### config.mk
export PLATFORM = sky130hd
export DESIGN_NAME = nbody_pair_scheduler
export DESIGN_NICKNAME = d
export VERILOG_FILES = /design/src/rtl/nbody_pair_scheduler.sv
export SDC_FILE = /design/constraint.sdc
export NUM_CORES = 1
export LEC_CHECK = 0
export ABC_AREA = 1
export CORE_MARGIN = 1
export CORE_UTILIZATION = 37
export CTS_BUF_LIST = sky130_fd_sc_hd__clkbuf_8
export CTS_CLUSTER_SIZE = 40
export DETAILED_ROUTE_END_ITERATION = 12
export GPL_TIMING_DRIVEN = 0
export HOLD_SLACK_MARGIN = 0.05
export PLACE_DENSITY = 0.54
export SYNTH_ARGS = -nofsm -noshare
export SYNTH_HDL_FRONTEND = slang
export SYNTH_SLANG_ARGS = --single-unit
### constraint.sdc
create_clock -name clk -period 29.7 [get_ports clk]
set_clock_uncertainty 0.15 [all_clocks]
set_input_delay 5.94 -clock clk [delete_from_list [all_inputs] [get_ports clk]]
set_output_delay 5.94 -clock clk [all_outputs]
set_load 0.02 [all_outputs]
### src/rtl/nbody_pair_scheduler.sv
// nbody_pair_scheduler: all-pairs (i,j) issue sequencer with pipeline-matched result tags.
// Optional perf counters (perf_cycles, perf_holds) enabled by defining NBODY_SCHED_PERF_EN.
module nbody_pair_scheduler #(
  parameter int BODIES          = 512,
  parameter int BODY_ADDR_WIDTH = $clog2(BODIES),
  parameter int PIPE_LAT        = 61
) (
  input  logic                       clk,
  input  logic                       rst,
  input  logic                       start,
  input  logic                       abort,
  input  logic [BODY_ADDR_WIDTH:0]   num_bodies,
  input  logic                       hold,
  output logic                       busy,
  output logic                       done,
  output logic [BODY_ADDR_WIDTH-1:0] rd_addr_i,
  output logic [BODY_ADDR_WIDTH-1:0] rd_addr_j,
  output logic                       issue_valid,
  output logic                       res_valid,
  output logic                       res_first,
  output logic                       res_last,
  output logic [BODY_ADDR_WIDTH-1:0] res_i
`ifdef NBODY_SCHED_PERF_EN
  ,
  output logic [31:0]                perf_cycles,
  output logic [31:0]                perf_holds
`endif
);
  localparam int AW = BODY_ADDR_WIDTH;
  localparam int NW = AW + 1;
  localparam int TW = AW + 3;
  localparam int CW = PIPE_LAT > 1 ? $clog2(PIPE_LAT) : 1;
  typedef enum logic [1:0] {IDLE, ISSUE, DRAIN, DONE} state_t;
  state_t state_q, state_d;
  logic [AW-1:0] i_q, i_d, j_q, j_d, j_inc;
  logic [NW-1:0] n_q, n_d, n_in, last_j;
  logic [CW-1:0] cnt_q, cnt_d;
  logic [PIPE_LAT-1:0][TW-1:0] dl_q, dl_d;
  logic last_i, j_end, first_j;
  always_comb begin
    n_in        = num_bodies > NW'(BODIES) ? NW'(BODIES) : num_bodies;
    last_i      = {1'b0, i_q} == n_q - NW'(1);
    last_j      = last_i ? n_q - NW'(2) : n_q - NW'(1);
    j_end       = {1'b0, j_q} == last_j;
    first_j     = j_q == AW'(i_q == '0);
    j_inc       = j_q + AW'(1);
    busy        = state_q == ISSUE || state_q == DRAIN;
    done        = state_q == DONE;
    issue_valid = state_q == ISSUE && !hold;
    rd_addr_i   = i_q;
    rd_addr_j   = j_q;
    {res_valid, res_first, res_last, res_i} = dl_q[PIPE_LAT-1];
  end
  always_comb begin
    state_d = state_q;
    i_d     = i_q;
    j_d     = j_q;
    n_d     = n_q;
    cnt_d   = cnt_q;
    case (state_q)
      IDLE: if (start) begin
        n_d     = n_in;
        i_d     = '0;
        j_d     = AW'(1);
        state_d = n_in >= NW'(2) ? ISSUE : DONE;
      end
      ISSUE: if (!hold) begin
        // skip the self-pair by stepping over j == i
        j_d = j_end ? '0 : (j_inc == i_q ? j_q + AW'(2) : j_inc);
        i_d = j_end && !last_i ? i_q + AW'(1) : i_q;
        if (j_end && last_i) begin
          j_d     = j_q;
          state_d = DRAIN;
          cnt_d   = CW'(PIPE_LAT - 1);
        end
      end
      DRAIN: begin
        cnt_d   = cnt_q - CW'(1);
        state_d = cnt_q == '0 ? DONE : DRAIN;
      end
      default: state_d = IDLE;
    endcase
    if (abort) state_d = IDLE;
  end
  always_comb begin
    dl_d = '0;
    if (!abort) begin
      dl_d[0] = {issue_valid, first_j, j_end, i_q};
      for (int k = 1; k < PIPE_LAT; k++) dl_d[k] = dl_q[k-1];
    end
  end
  always_ff @(posedge clk or posedge rst)
    if (rst) begin
      state_q <= IDLE;
      i_q     <= '0;
      j_q     <= '0;
      n_q     <= '0;
      cnt_q   <= '0;
      dl_q    <= '0;
    end else begin
      state_q <= state_d;
      i_q     <= i_d;
      j_q     <= j_d;
      n_q     <= n_d;
      cnt_q   <= cnt_d;
      dl_q    <= dl_d;
    end
`ifdef NBODY_SCHED_PERF_EN
  logic [31:0] perf_cycles_q, perf_cycles_d, perf_holds_q, perf_holds_d;
  logic        accept;
  always_comb begin
    accept        = state_q == IDLE && start && !abort;
    perf_cycles_d = accept ? '0 : perf_cycles_q + 32'(busy && ~&perf_cycles_q);
    perf_holds_d  = accept ? '0 : perf_holds_q + 32'(state_q == ISSUE && hold && ~&perf_holds_q);
    perf_cycles   = perf_cycles_q;
    perf_holds    = perf_holds_q;
  end
  always_ff @(posedge clk or posedge rst)
    if (rst) begin
      perf_cycles_q <= '0;
      perf_holds_q  <= '0;
    end else begin
      perf_cycles_q <= perf_cycles_d;
      perf_holds_q  <= perf_holds_d;
    end
`endif
endmodule
==> run_results.csv, run 1 <==
group,metric,value,unit
grt,grt_pass1_vias,17100,
layout,nets,3008,
power_and_ir_drop,p_per_area,74.4,nW/um2
floorplanning,core_region_area,73500,um2
synthesis,ys_types,36,
grt,antenna_found_initial,1,
layout,area_growth_syn_to_layout,16.1,%
route,post-route-drc-count,0,
clocking,cts_tree,"done",
synthesis,ys.warnings.count,0,
worst_setup_path,startpoint,"hold",
min_path,hp-class,"reg -> reg",
synthesis,syn-num-nets,2833,
timing,final_max_slew_viol_count,0,
synthesis,synthArstFlopShare,1.00,
timing,period_needed,13510,ps
grt,track_usage,0.131,
clocking,clk_path_buf_depth,3,
clocking,cts-buffers-inserted,121,
synthesis,yosysTopAreaCellShare,0.695,
clocking,clkLatencyLatePin,740,ps
timing,worst_pin_slew,805,ps
worst_setup_path,arrival,7420,ps
floorplanning,dieArea,75800,um2
synthesis,synth-edff-count,0,
power_and_ir_drop,ir_worst_vdd,0.0000522,V
timing,report.final.hold_viol_count,0,
outcome,outcome,"finished, final reports clean",
worst_setup_path,cp_max_fo,3,
synthesis,avgSynthCellArea,9.85,um2
route,wl_per_cell,11.6,um
synthesis,yosysSeqAreaShare,0.695,
timing,relSlewSlack,0.463,
worst_setup_path,r2r-start,"n_q[0]",
timing,setup_viol,0,
synthesis,synth_area_leaders,"dfrtp_1 69%, nor2_1 10%, inv_1 10%",
route,drt_pass1_iterations,6,
grt,grt_pass1_wl,81600,um
route,avgViaCountPerCell,4.11,
clocking,cts.sinks,768,
power_and_ir_drop,p_leak,15.7,nW
flow_run,maxCapViolCount,0,
route,drt_iter0_drc,913,
clocking,clk_transition_reported_paths,60,ps
min_path,min-delay-start,"dl_q[36]",
floorplanning,num_io_pins,48,
timing,finalSetupTns,0,ps
timing,grt_setup_unrepaired,"no",
worst_setup_path,startpoint_type,"input pin",
synthesis,ys_ff_latch,768,
timing,fin_crit_sh,0.455,
worst_setup_path,crit_type,"in -> out",
grt,grt_max_degree,132,
worst_setup_path,required,23610,ps
placement,io_buffer_count,46,
grt,overflow,0,
synthesis,syn_inst,2807,
route,num_vias,16600,
floorplanning,fp-row-count,99,
layout,fin_cells,4038,
placement,dp_hpwl,30500,um
synthesis,synth_top_cells_by_count,"769 x nor2_1, 768 x dfrtp_1, 767 x inv_1",
floorplanning,die_h,275,um
floorplanning,start_util,0.376,
clocking,cts_hold_repair.buffers,0,
clocking,cts_max_level,3,
placement,placed_area,29500,um2
synthesis,yosysMostFrequentCell,"nor2_1",
route,wl,46600,um
synthesis,synth_top_area_cell,"dfrtp_1",
placement,routabilityCongestion,0.830,
worst_setup_path,cp-end-kind,"output pin",
clocking,cts_resized,0,
worst_setup_path,reg2reg_setup_slack,26090,ps
layout,design_area,32100,um2
synthesis,syn-cell-area,27700,um2
floorplanning,die_w,275,um
placement,post-place-cells,3818,
clocking,postCtsSetupBuffers,0,
clocking,root_buffer,"clkbuf_8",
synthesis,synth_flop_cell,"dfrtp_1",
route,ant_nets,0,
layout,drive_above_1_share,0.0845,
timing,clock.fmax,74.0,MHz
-- path summary, 6_finish.rpt --
path,endpoint,cells after the start
setup reg to reg,rd_addr_i[8],24
hold reg to reg,dl_q[48],2
min in group asynchronous,res_i[7],2
max in group asynchronous,rd_addr_i[5],5
setup / recovery,issue_valid,3
hold / removal,dl_q[48],2
-- worst max-delay path: stages --
cell and delay [ps]:
clkdlybuf4s50_1 520, nor2_1 290, clkdlybuf4s50_1 670
-- placed cells by master, fill, tap and decap left out, types with 11 or more instances in the layout --
cell             synthesis  layout
clkbuf_1                92      92
clkbuf_8                 0     154
clkdlybuf4s50_1          0      46
dfrtp_1                768     768
ha_1                    11      11
inv_1                  767     805
nand2_1                158     158
nand2_2                 17      17
nand3_1                 67      67
nand4_1                 11      11
nor2_1                 769     769
o21ai_0                 17      17
xor2_1                  25      25
-- routing by layer --
metal,wire length (um),track usage,part of all wire
met2,21700,0.207,0.46
met5,0,0,0
met3,1780,0.0294,0.038
met1,21700,0.175,0.47
met4,1450,0.0561,0.031
-- kinds of logic (layout without fill, tap and decap cells) --
logic type / count (synthesis) / count (layout) / share of synthesized area
compound gates: 50 / 50 / 0.0109
xor+xnor: 26 / 26 / 0.00823
fa+ha+maj: 11 / 11 / 0.00498
buf+inv: 878 / 1147 / 0.122
flops: 768 / 768 / 0.695
other cells: 0 / 3 / 0
simple gates: 1074 / 1074 / 0.159
-- sequential cells by signal (all words and copies together), names as in the netlist --
signal,flops
rd_addr_j,9
res_valid,1
res_first,1
res_i,9
res_last,1
state_q,2
rd_addr_i,9
cnt_q,6
dl_q,720
n_q,10
-- power by group --
group	leakage (nW)	switching (mW)	internal, mW	total, mW
combinational	3.48	0.251	0.115	0.367
clock	1.49	0.408	0.528	0.936
sequential	10.7	0.0216	1.06	1.09
total	15.7	0.681	1.71	2.39
-- per-stage QoR --
| step | util | hold WS, ps | setup WS [ps] | total power, mW |
|---|---|---|---|---|
| after global routing | 0.437 | 310 | 16160 | 2.53 |
| after CTS | 0.437 | 289 | 16190 | 2.43 |
| after floorplan | - | 284 | 2050 | 1.38 |
| final | 0.437 | 284 | 16190 | 2.39 |
| after global placement | 0.399 | 286 | -5160 | 1.47 |
| after detailed placement | 0.401 | 293 | 16200 | 1.47 |
-- area by class of cell --
type	instances	area, um2
Sequential cell	768	19200
Buffer	106	462
Antenna cell	3	7.51
Clock buffer	154	2120
Timing Repair Buffer	52	626
Tap cell	959	1200
Multi-Input combinational cell	1161	5070
Fill cell	6982	41300
Clock inverter	63	504
Inverter	772	2910
Power figures use the tool's default switching activity.
==> inputs of run 2 (changes only) <==
- clock period: 29.7 -> 13.2 ns (I/O delays scaled with it)
==> run_results.csv, run 2 (synthesis results as in run 1) <==
group,metric,value,unit
outcome,outcome,"finished, final reports clean",
worst_setup_path,required,10410,ps
power_and_ir_drop,intPower,3.72,mW
layout,layout_common_cells,"807 x inv_1, 769 x nor2_1, 768 x dfrtp_1",
flow_run,maxCapViolCount,0,
placement,pre_cts_slack,6280,ps
clocking,clk_path_buf_depth,3,
route,num_vias,16700,
layout,final_common_cell,"inv_1",
clocking,root_buffer,"clkbuf_8",
power_and_ir_drop,p_sw_frac,0.289,
clocking,postCtsSetupBuffers,0,
power_and_ir_drop,p_leak,15.7,nW
floorplanning,die_w,275,um
floorplanning,start_util,0.376,
floorplanning,core_region_area,73500,um2
clocking,cts_resized,0,
layout,nets,3022,
worst_setup_path,cp_max_fo,3,
timing,worst_pin_slew,725,ps
grt,grt_pass1_wl,82100,um
layout,registers.top_by_ff_count,"dl_q",
power_and_ir_drop,clock_power_share,0.372,
worst_setup_path,startpoint_type,"input pin",
timing,setup_ws,6250,ps
placement,io_buffer_count,46,
timing,relSlewSlack,0.517,
clocking,cts_hold_repair.buffers,0,
power_and_ir_drop,p_sw,1.51,mW
timing,clock.fmax,144,MHz
timing,fin_crit_sh,0.526,
worst_setup_path,reg2reg_setup_slack,9650,ps
worst_setup_path,r2r-start,"n_q[0]",
worst_setup_path,rr_endpoint,"rd_addr_i[8]",
power_and_ir_drop,p_seq_frac,0.467,
route,wl,46300,um
clocking,clk_transition_reported_paths,60,ps
layout,reg_top3,"dl_q x720, n_q x10",
timing,report.final.hold_viol_count,0,
route,wl_per_cell,11.5,um
clocking,clkLatencyLatePin,740,ps
timing,grt_setup_unrepaired,"no",
worst_setup_path,arrival,4160,ps
route,drt_iter0_drc,723,
floorplanning,die_h,275,um
grt,track_usage,0.132,
worst_setup_path,cp-end-kind,"output pin",
min_path,hp-class,"reg -> reg",
worst_setup_path,crit_type,"in -> out",
clocking,cts.sinks,768,
placement,dp_hpwl,31700,um
min_path,holdPathEnd,"dl_q[51]",
grt,antenna_found_initial,1,
timing,final_max_slew_viol_count,0,
floorplanning,dieArea,75800,um2
layout,area_growth_syn_to_layout,16.2,%
floorplanning,num_io_pins,48,
timing,setup_viol,0,
clocking,cts-buffers-inserted,120,
layout,postLayoutCoreUtil,0.437,
power_and_ir_drop,ir_worst_vdd,0.000122,V
route,avgViaCountPerCell,4.14,
power_and_ir_drop,power_frac_comb,0.161,
min_path,worstHoldPathCells,2,
clocking,cts_tree,"done",
min_path,min-delay-start,"dl_q[39]",
worst_setup_path,rr_worst_depth,21,
grt,grt_max_degree,47,
grt,overflow,0,
grt,grt_pass1_vias,17400,
route,ant_nets,0,
clocking,cts_max_level,3,
placement,routabilityCongestion,0.861,
route,drt_pass1_iterations,6,
floorplanning,fp-row-count,99,
timing,period_needed,6950,ps
layout,drive_above_1_share,0.0854,
route,post-route-drc-count,0,
power_and_ir_drop,p_per_area,163,nW/um2
layout,largest_reg_flops,720,
-- run 2: changes by cell type in the layout (fill, tap and decap cells not counted) --
cell	change
inv_6	+3
buf_16	-6
inv_8	-2
inv_1	+2
inv_12	-2
diode_2	-1
clkbuf_8	-11
clkinvlp_4	+3
bufinv_16	-3
buf_12	+21
-- run 2: worst max-delay path, cell delays in order --
cell and delay, ps:
clkdlybuf4s50_1 520, nor2_1 310, clkdlybuf4s50_1 680
-- run 2: power groups by stage --
| stage | sequential (mW) | combinational (mW) | clock, mW |
|---|---|---|---|
| 5_1_grt | 2.45 | 0.957 | 2.13 |
| 6_report | 2.44 | 0.844 | 1.94 |
| 3_5_place_dp | 2.48 | 0.848 | 0 |
| 2_1_floorplan | 2.48 | 0.611 | 0 |
| 4_1_cts | 2.44 | 0.852 | 2.02 |
| 3_3_place_gp | 2.49 | 0.821 | 0 |
-- run 2: how the worst max path moves through the flow --
stage,startpoint,endpoint,depth (start not counted)
floorplan,rst,cnt_q[0],1
finish,hold,issue_valid,3
CTS,hold,issue_valid,3
global placement,rst,rd_addr_i[2],2
detailed placement,hold,issue_valid,3
global route,hold,issue_valid,3
-- run 2: stage by stage --
step	TNS (ps)	total power, mW	std cells	instance area, um2	hold WS [ps]
5_1_grt	0	5.54	4041	32100	313
6_report	0	5.23	4042	32100	271
2_1_floorplan	-94570	3.10	2807	27700	284
4_1_cts	0	5.32	4040	32100	290
3_3_place_gp	-3065290	3.31	3812	29300	286
3_5_place_dp	0	3.33	3833	29700	292
-- run 2: final cells by class --
class                      instances  area, um2
fill                            6990      41300
sequential                       768      19200
multi-input combinational       1161       5070
inverter                         772       2900
clock buffer                     143       1970
tap                              959       1200
timing repair buffer              67        881
buffer                           106        462
clock inverter                    64        419
antenna                            2       5.00
-- run 2: metal layers --
| metal | vias up | global-route usage | routed length (um) |
|---|---|---|---|
| met4 | 0 | 0.0571 | 1570 |
| met3 | 111 | 0.0280 | 1760 |
| met5 | - | 0 | 0 |
| li1 | 8230 | - | - |
| met1 | 8152 | 0.172 | 21100 |
| met2 | 246 | 0.214 | 21900 |
